### src/rtl/quad_step_decoder.sv
// -----------------------------------------------------------------------------
// quad_step_decoder
//
// Front end for a quadrature (A/B) incremental encoder. It synchronises the
// asynchronous channels, deglitches them, and then decodes Gray-code steps into
// ENABLE/DOWN controls for an up/down position counter. Illegal transitions
// (both channels changing at once) are flagged and counted.
//
// Parameters
//   FILTER_LEN : consecutive identical synchronised samples required before the
//                filtered value updates (1..15)
//   ERR_W      : width of ERR_COUNT
//
// Ports
//   CLK        in   system clock, all logic on the rising edge
//   RST        in   synchronous active-low reset
//   A, B       in   encoder channels (asynchronous to CLK)
//   Z          in   index channel (only with QUAD_INDEX_EN)
//   CLEAR      in   synchronous clear of ERR_COUNT / ERR_SAT
//   ENABLE     out  one-cycle step pulse
//   DOWN       out  direction of last valid step (0 = up, 1 = down)
//   ERROR      out  one-cycle pulse on an illegal transition
//   ERR_COUNT  out  saturating count of illegal transitions
//   ERR_SAT    out  sticky: error seen while ERR_COUNT was all ones
//   PHASE      out  current filtered {A,B}
//   INDEX      out  one-cycle index pulse (only with QUAD_INDEX_EN)
//
// Optional feature: define QUAD_INDEX_EN to add the Z input and INDEX output.
// -----------------------------------------------------------------------------

// Run-length deglitch filter for a group of synchronised bits. The output only
// moves once the same differing sample has been seen FILTER_LEN times in a row.
module quad_step_decoder_filt #(
   parameter int W          = 2,
   parameter int FILTER_LEN = 2
) (
   input  logic         clk,
   input  logic         rst,
   input  logic         load,   // force output to din (used when leaving INIT)
   input  logic [W-1:0] din,
   output logic [W-1:0] dout
);

   localparam logic [3:0] FL = 4'(FILTER_LEN);

   logic [W-1:0] filt_q, filt_d;
   logic [W-1:0] cand_q, cand_d;
   logic [3:0]   run_q, run_d;
   logic [3:0]   run_nx;

   always_comb begin
      filt_d = filt_q;
      cand_d = cand_q;
      run_d  = run_q;
      run_nx = 4'd1;
      if (load) begin
         filt_d = din;
         cand_d = din;
         run_d  = '0;
      end else if (din == filt_q) begin
         run_d = '0;
      end else begin
         // A new differing value restarts the run at 1.
         if (run_q != '0 && din == cand_q) run_nx = run_q + 4'd1;
         cand_d = din;
         if (run_nx == FL) begin
            filt_d = din;
            run_d  = '0;
         end else begin
            run_d = run_nx;
         end
      end
   end

   always_ff @(posedge clk) begin
      if (!rst) begin
         filt_q <= '0;
         cand_q <= '0;
         run_q  <= '0;
      end else begin
         filt_q <= filt_d;
         cand_q <= cand_d;
         run_q  <= run_d;
      end
   end

   assign dout = filt_q;

endmodule

module quad_step_decoder #(
   parameter int FILTER_LEN = 2,
   parameter int ERR_W      = 4
) (
   input  logic             CLK,
   input  logic             RST,
   input  logic             A,
   input  logic             B,
`ifdef QUAD_INDEX_EN
   input  logic             Z,
`endif
   input  logic             CLEAR,
   output logic             ENABLE,
   output logic             DOWN,
   output logic             ERROR,
   output logic [ERR_W-1:0] ERR_COUNT,
   output logic             ERR_SAT,
`ifdef QUAD_INDEX_EN
   output logic             INDEX,
`endif
   output logic [1:0]       PHASE
);

   typedef enum logic {S_INIT, S_TRACK} state_t;

   // INIT ends on the (FILTER_LEN+2)th edge after reset release.
   localparam logic [4:0] INIT_LAST = 5'(FILTER_LEN + 1);

`ifdef QUAD_INDEX_EN
   localparam int NCH = 3;
   logic [NCH-1:0] raw;
   assign raw = {Z, A, B};
`else
   localparam int NCH = 2;
   logic [NCH-1:0] raw;
   assign raw = {A, B};
`endif

   // ---------------- two-flop synchroniser ----------------
   logic [NCH-1:0] sync1_q, sync1_d;
   logic [NCH-1:0] sync2_q, sync2_d;

   always_comb begin
      sync1_d = raw;
      sync2_d = sync1_q;
   end

   always_ff @(posedge CLK) begin
      if (!RST) begin
         sync1_q <= '0;
         sync2_q <= '0;
      end else begin
         sync1_q <= sync1_d;
         sync2_q <= sync2_d;
      end
   end

   // ---------------- deglitch filters ----------------
   logic       filt_load;
   logic [1:0] filt_ab;

   quad_step_decoder_filt #(.W(2), .FILTER_LEN(FILTER_LEN)) u_filt_ab (
      .clk  (CLK),
      .rst  (RST),
      .load (filt_load),
      .din  (sync2_q[1:0]),
      .dout (filt_ab)
   );

`ifdef QUAD_INDEX_EN
   // Z is filtered on its own so index activity never restarts the A/B run.
   logic filt_z;

   quad_step_decoder_filt #(.W(1), .FILTER_LEN(FILTER_LEN)) u_filt_z (
      .clk  (CLK),
      .rst  (RST),
      .load (filt_load),
      .din  (sync2_q[2]),
      .dout (filt_z)
   );
`endif

   // ---------------- step decode FSM ----------------
   state_t           state_q, state_d;
   logic [4:0]       init_cnt_q, init_cnt_d;
   logic [1:0]       phase_q, phase_d;
   logic             enable_q, enable_d;
   logic             down_q, down_d;
   logic             error_q, error_d;
   logic [ERR_W-1:0] err_cnt_q, err_cnt_d;
   logic             err_sat_q, err_sat_d;
   logic             fwd, rev;
`ifdef QUAD_INDEX_EN
   logic             index_q, index_d;
`endif

   always_comb begin
      state_d    = state_q;
      init_cnt_d = init_cnt_q;
      phase_d    = phase_q;
      enable_d   = 1'b0;
      error_d    = 1'b0;
      down_d     = down_q;
      filt_load  = 1'b0;
      fwd        = 1'b0;
      rev        = 1'b0;

      case (state_q)
         S_INIT: begin
            // Adopt whatever the inputs currently show; no step is reported.
            if (init_cnt_q == INIT_LAST) begin
               filt_load = 1'b1;
               phase_d   = sync2_q[1:0];
               state_d   = S_TRACK;
            end else begin
               init_cnt_d = init_cnt_q + 5'd1;
            end
         end
         S_TRACK: begin
            if (filt_ab != phase_q) begin
               phase_d = filt_ab;
               case ({phase_q, filt_ab})
                  4'b0001, 4'b0111, 4'b1110, 4'b1000: fwd = 1'b1;
                  4'b0010, 4'b1011, 4'b1101, 4'b0100: rev = 1'b1;
                  default:                            error_d = 1'b1;
               endcase
               enable_d = fwd | rev;
               if (fwd | rev) down_d = rev;
            end
         end
         default: state_d = S_INIT;
      endcase
   end

`ifdef QUAD_INDEX_EN
   always_comb begin
      index_d = enable_d && (filt_ab == 2'b00) && filt_z;
   end
`endif

   // CLEAR has priority over a coincident error; the ERROR pulse itself is
   // unaffected.
   always_comb begin
      err_cnt_d = err_cnt_q;
      err_sat_d = err_sat_q;
      if (CLEAR) begin
         err_cnt_d = '0;
         err_sat_d = 1'b0;
      end else if (error_d) begin
         if (&err_cnt_q) err_sat_d = 1'b1;
         else            err_cnt_d = err_cnt_q + 1'b1;
      end
   end

   always_ff @(posedge CLK) begin
      if (!RST) begin
         state_q    <= S_INIT;
         init_cnt_q <= '0;
         phase_q    <= 2'b00;
         enable_q   <= 1'b0;
         down_q     <= 1'b0;
         error_q    <= 1'b0;
         err_cnt_q  <= '0;
         err_sat_q  <= 1'b0;
`ifdef QUAD_INDEX_EN
         index_q    <= 1'b0;
`endif
      end else begin
         state_q    <= state_d;
         init_cnt_q <= init_cnt_d;
         phase_q    <= phase_d;
         enable_q   <= enable_d;
         down_q     <= down_d;
         error_q    <= error_d;
         err_cnt_q  <= err_cnt_d;
         err_sat_q  <= err_sat_d;
`ifdef QUAD_INDEX_EN
         index_q    <= index_d;
`endif
      end
   end

   assign ENABLE    = enable_q;
   assign DOWN      = down_q;
   assign ERROR     = error_q;
   assign ERR_COUNT = err_cnt_q;
   assign ERR_SAT   = err_sat_q;
   assign PHASE     = phase_q;
`ifdef QUAD_INDEX_EN
   assign INDEX     = index_q;
`endif

endmodule
### config.mk
export PLATFORM = sky130hd
export DESIGN_NAME = quad_step_decoder
export DESIGN_NICKNAME = d
export VERILOG_FILES = /design/src/rtl/quad_step_decoder.sv
export SDC_FILE = /design/constraint.sdc
export NUM_CORES = 1
export LEC_CHECK = 0
export ABC_AREA = 1
export CAP_MARGIN = 20
export CORE_AREA = 2 2 53 55
export DETAILED_ROUTE_END_ITERATION = 12
export DIE_AREA = 0 0 55 57
export GPL_TIMING_DRIVEN = 0
export PLACE_DENSITY = 0.76
export SLEW_MARGIN = 20
export SYNTH_ARGS = -nofsm -noshare
export SYNTH_HDL_FRONTEND = slang
export SYNTH_SLANG_ARGS = --single-unit
export TNS_END_PERCENT = 20
### constraint.sdc
create_clock -name CLK -period 1.5 [get_ports CLK]
set_input_delay 0.3 -clock CLK [delete_from_list [all_inputs] [get_ports CLK]]
set_output_delay 0.3 -clock CLK [all_outputs]
set_load 0.02 [all_outputs]
==> impl_metrics.prom <==
# TYPE chip_impl_metric gauge
chip_impl_metric{name="clock_skew",unit="ns"} 0.00759
chip_impl_metric{name="yosys_register_bits",unit=""} 28
chip_impl_metric{name="grt_total_ovfl",unit=""} 0
chip_impl_metric{name="route.antenna.remaining_nets",unit=""} 0
chip_impl_metric{name="clkSinkCount",unit=""} 28
chip_impl_metric{name="cts.htree.levels",unit=""} 1
chip_impl_metric{name="weighted_congestion_reported_at_the_end_of_routability_driven_placement",unit=""} 0.826
chip_impl_metric{name="wl_met1",unit="mm"} 1.12
chip_impl_metric{name="cts_max_path_buffers",unit=""} 2
chip_impl_metric{name="clk_transition_reported_paths",unit="ns"} 0.14
chip_impl_metric{name="port_buffers",unit=""} 14
chip_impl_metric{name="f_max",unit="MHz"} 715
chip_impl_metric{name="area_of_the_core",unit="um2"} 2620
chip_impl_metric{name="place_hpwl",unit="mm"} 1.84
chip_impl_metric{name="diodes",unit=""} 0
chip_impl_metric{name="grt_first_pass_wirelength",unit="mm"} 4.18
chip_impl_metric{name="timing.critical_path.fanout_max",unit=""} 5
chip_impl_metric{name="numPlacedInstances",unit=""} 234
chip_impl_info{name="timing.hold.worst.class",value="register to register"} 1
chip_impl_metric{name="fp-row-count",unit=""} 19
chip_impl_metric{name="clock_latency",unit="ns"} 0.33
chip_impl_info{name="cts_root_buf",value="clkbuf_4"} 1
chip_impl_metric{name="wire_per_inst",unit="um"} 10.2
chip_impl_metric{name="ioPinCount",unit=""} 15
chip_impl_info{name="critical_path.endpoint_type",value="register"} 1
chip_impl_metric{name="period_needed",unit="ns"} 1.40
chip_impl_info{name="critical_path.cell_chain",value="ha_1 > nand3_1 > nor2_1 > nor2_2 > o21ai_1 > nand2_1 > nand2_1 > inv_1"} 1
chip_impl_metric{name="detailedRoute.firstIterationViolations",unit=""} 33
chip_impl_metric{name="async_flop_share",unit="%"} 0
chip_impl_metric{name="synth.net_count",unit=""} 198
chip_impl_metric{name="first_global_vias",unit=""} 1078
chip_impl_metric{name="met2_wire_len",unit="mm"} 1.21
chip_impl_metric{name="synth_area_per_cell",unit="um2"} 7.13
chip_impl_info{name="regToRegStartpoint",value="init_cnt_q[1]"} 1
chip_impl_metric{name="cts-buffers-inserted",unit=""} 3
chip_impl_metric{name="pwr_density_cell",unit="nW/um2"} 1160
chip_impl_metric{name="design.die.area",unit="um2"} 3140
chip_impl_metric{name="initial_antenna_violation_count",unit=""} 0
chip_impl_metric{name="finalNonFillerCells",unit=""} 237
chip_impl_metric{name="synth.lib_cells_used.distinct",unit=""} 26
chip_impl_metric{name="synthesis.instances",unit=""} 189
chip_impl_info{name="dr.max_layer_used",value="met4"} 1
chip_impl_metric{name="share_of_final_layout_standard_cells_stronger_than_drive_strength_1",unit="%"} 10.7
chip_impl_metric{name="post_synth_instance_area",unit="um2"} 1350
chip_impl_metric{name="route.met3.wl",unit="um"} 64
chip_impl_metric{name="num_vias",unit=""} 1178
chip_impl_info{name="ys.flop_type",value="dfxtp_1"} 1
chip_impl_metric{name="max_slew_margin_vs_limit",unit="%"} 73.7
chip_impl_info{name="tritoncts",value="done"} 1
chip_impl_metric{name="chipWidth",unit="um"} 55
chip_impl_metric{name="seq_area_frac_synth",unit="%"} 41.6
chip_impl_metric{name="worst-slew-pin-transition",unit="ns"} 0.395
chip_impl_metric{name="setup_viol",unit=""} 0
chip_impl_metric{name="min_period_over_period",unit="%"} 93.3
chip_impl_metric{name="p_leak",unit="uW"} 0.000752
chip_impl_info{name="holdCritStartpoint",value="sync1_q[1]"} 1
chip_impl_metric{name="cp.required",unit="ns"} 1.75
chip_impl_info{name="rsz0062_at_grt",value="yes"} 1
chip_impl_metric{name="cts_hold_repair.buffers",unit=""} 0
chip_impl_metric{name="synth-edff-count",unit=""} 0
chip_impl_info{name="critical-path-top-cell-by-count",value="nand2_1"} 1
chip_impl_metric{name="worstPathArrival",unit="ns"} 1.65
chip_impl_metric{name="route.detailed.drc",unit=""} 0
chip_impl_metric{name="worstPathBufferInverterCount",unit=""} 1
chip_impl_metric{name="detailedRoute.firstPassIterationCount",unit=""} 8
chip_impl_metric{name="design.final.nets",unit=""} 217
chip_impl_metric{name="vdd_drop_max",unit="mV"} 0.926
chip_impl_info{name="critical-path-top-delay-family",value="simple AND/OR/NAND/NOR gates"} 1
chip_impl_info{name="path_class",value="register to register"} 1
chip_impl_metric{name="syn2layout_area_growth",unit="%"} 15.3
chip_impl_metric{name="slew_viol_final",unit=""} 0
chip_impl_metric{name="number_of_maximum_capacitance_violations",unit=""} 0
chip_impl_metric{name="synthesis.yosys.warnings",unit=""} 0
chip_impl_info{name="outcome",value="complete, no violations"} 1
chip_impl_metric{name="finalHoldViolCount",unit=""} 0
chip_impl_metric{name="die_extent_in_y",unit="um"} 57
chip_impl_metric{name="largest_net_degree_at_the_start_of_global_routing",unit=""} 15
chip_impl_info{name="critical_path.startpoint",value="init_cnt_q[1]"} 1
chip_impl_metric{name="final_core_util",unit="%"} 59.4
chip_impl_metric{name="grt_use_total",unit="%"} 17.6
chip_impl_metric{name="post-cts-setup-buffers",unit=""} 0
chip_impl_info{name="setup.worst_path.start_class",value="register"} 1
chip_impl_metric{name="max_stage_delay",unit="ns"} 0.38
chip_impl_info{name="slowest_stage",value="dfxtp_1"} 1
chip_impl_metric{name="vias_per_cell",unit=""} 4.97
chip_impl_metric{name="start_util",unit="%"} 51.5
chip_impl_metric{name="finalWirelength",unit="mm"} 2.43
-- state kept, by name (all words and copies together) (netlist names) --
register and count:
ERR_COUNT 4, u_filt_ab.dout 2, PHASE 2, ERR_SAT 1, ENABLE 1, DOWN 1
u_filt_ab.run_q 4, sync1_q 2, u_filt_ab.cand_q 2, sync2_q 2, init_cnt_q 5, ERROR 1
state_q 1
-- cell type report --
class                   count  area [um2]
plain buffers               3        16.3
clock buffers               3        22.5
fillers                   245        1060
inverters                  33         124
multi-input cells         125         659
flip-flops and latches     28         566
well taps                  31        38.8
repair buffers             14         128
-- where the power goes --
group / leakage [uW] / internal, uW / switching, uW
sequential: 0.000230 / 833 / 76.6
combinational: 0.000509 / 214 / 373
clock: 0.0000138 / 94.3 / 211
-- synth_stat cells, types with 2 or more instances --
master,n,area (um2)
o21ai_0,8,40.0
dfxtp_1,28,561
xnor2_1,5,43.8
nand2_4,2,22.5
inv_1,31,116
ha_1,4,50.1
xor2_1,3,26.3
nand2_1,44,165
a21oi_1,9,45.0
nand2_2,2,12.5
inv_2,2,7.51
o21ai_1,2,10.0
nor3_1,2,10.0
nand3_1,10,50.1
nor2_1,26,97.6
-- per-layer routing --
metal  vias up  track usage [%]
met5         -                0
met4         0             6.27
met3         4             3.14
met2        16             30.1
met1       543             21.5
li1        615                -
-- layout by cell type (no fill, tap or decap) --
master	count
buf_4	1
o21ai_1	3
dfxtp_2	4
or2_2	1
nand3_2	1
dfxtp_1	24
a211oi_1	1
nor3_2	1
buf_2	1
o21ai_0	7
nor3b_1	1
clkbuf_1	1
nor2_8	1
nor2_2	1
nand2_1	43
nand2_4	2
inv_1	31
nand2_2	3
ha_1	4
clkdlybuf4s50_1	4
nand4_2	1
xor2_1	3
nand4_1	1
clkbuf_4	3
inv_2	2
nand3b_1	1
nand3_1	9
dlygate4sd2_1	10
xnor2_1	5
nor2_1	26
nor3_1	1
a21oi_1	9
-- kinds of logic after synthesis --
kind of cell    Yosys count  synth area share [%]
flops                    28                  41.6
compound gates           20                  7.61
fa+ha+maj                 4                  3.71
xor+xnor                  8                  5.20
simple gates             93                  31.5
buf+inv                  36                  10.4
-- tightest hold or removal path: stages, from the launching register on --
cell and delay [ns]:
dfxtp_1 0.32, nand2_1 0.05, inv_1 0.03
-- per-stage QoR --
step | setup WS (ns) | cell area (um2) | total power (uW) | TNS (ns) | hold slack, ns
final | 0.101 | 1550 | 1800 | 0 | 0.428
after global routing | -0.0439 | 1550 | 1940 | -0.134 | 0.454
after CTS | 0.0374 | 1540 | 1790 | 0 | 0.428
after detailed placement | -0.0458 | 1530 | 1500 | -0.177 | 0.400
after global placement | -0.0226 | 1530 | 1470 | -0.0805 | 0.392
after floorplan | 0.221 | 1350 | 1370 | 0 | 0.390
-- what timing repair did --
| action | CTS | global route |
|---|---|---|
| setup endpoints to repair | 10 | 12 |
| resized for setup | 10 | 8 |
| pin swaps | 0 | 1 |
| cloned | 0 | 0 |
-- path summary, 6_finish.rpt --
| check | end | slack [ns] | cells past startpoint |
|---|---|---|---|
| worst max-delay path | u_filt_ab.dout[1] | 0.10 | 8 |
| worst min-delay path | sync2_q[1] | 0.43 | 2 |
| worst max register to register | u_filt_ab.dout[1] | 0.10 | 8 |
| worst min register to register | sync2_q[1] | 0.43 | 2 |
(Power assumes the default switching activity.)
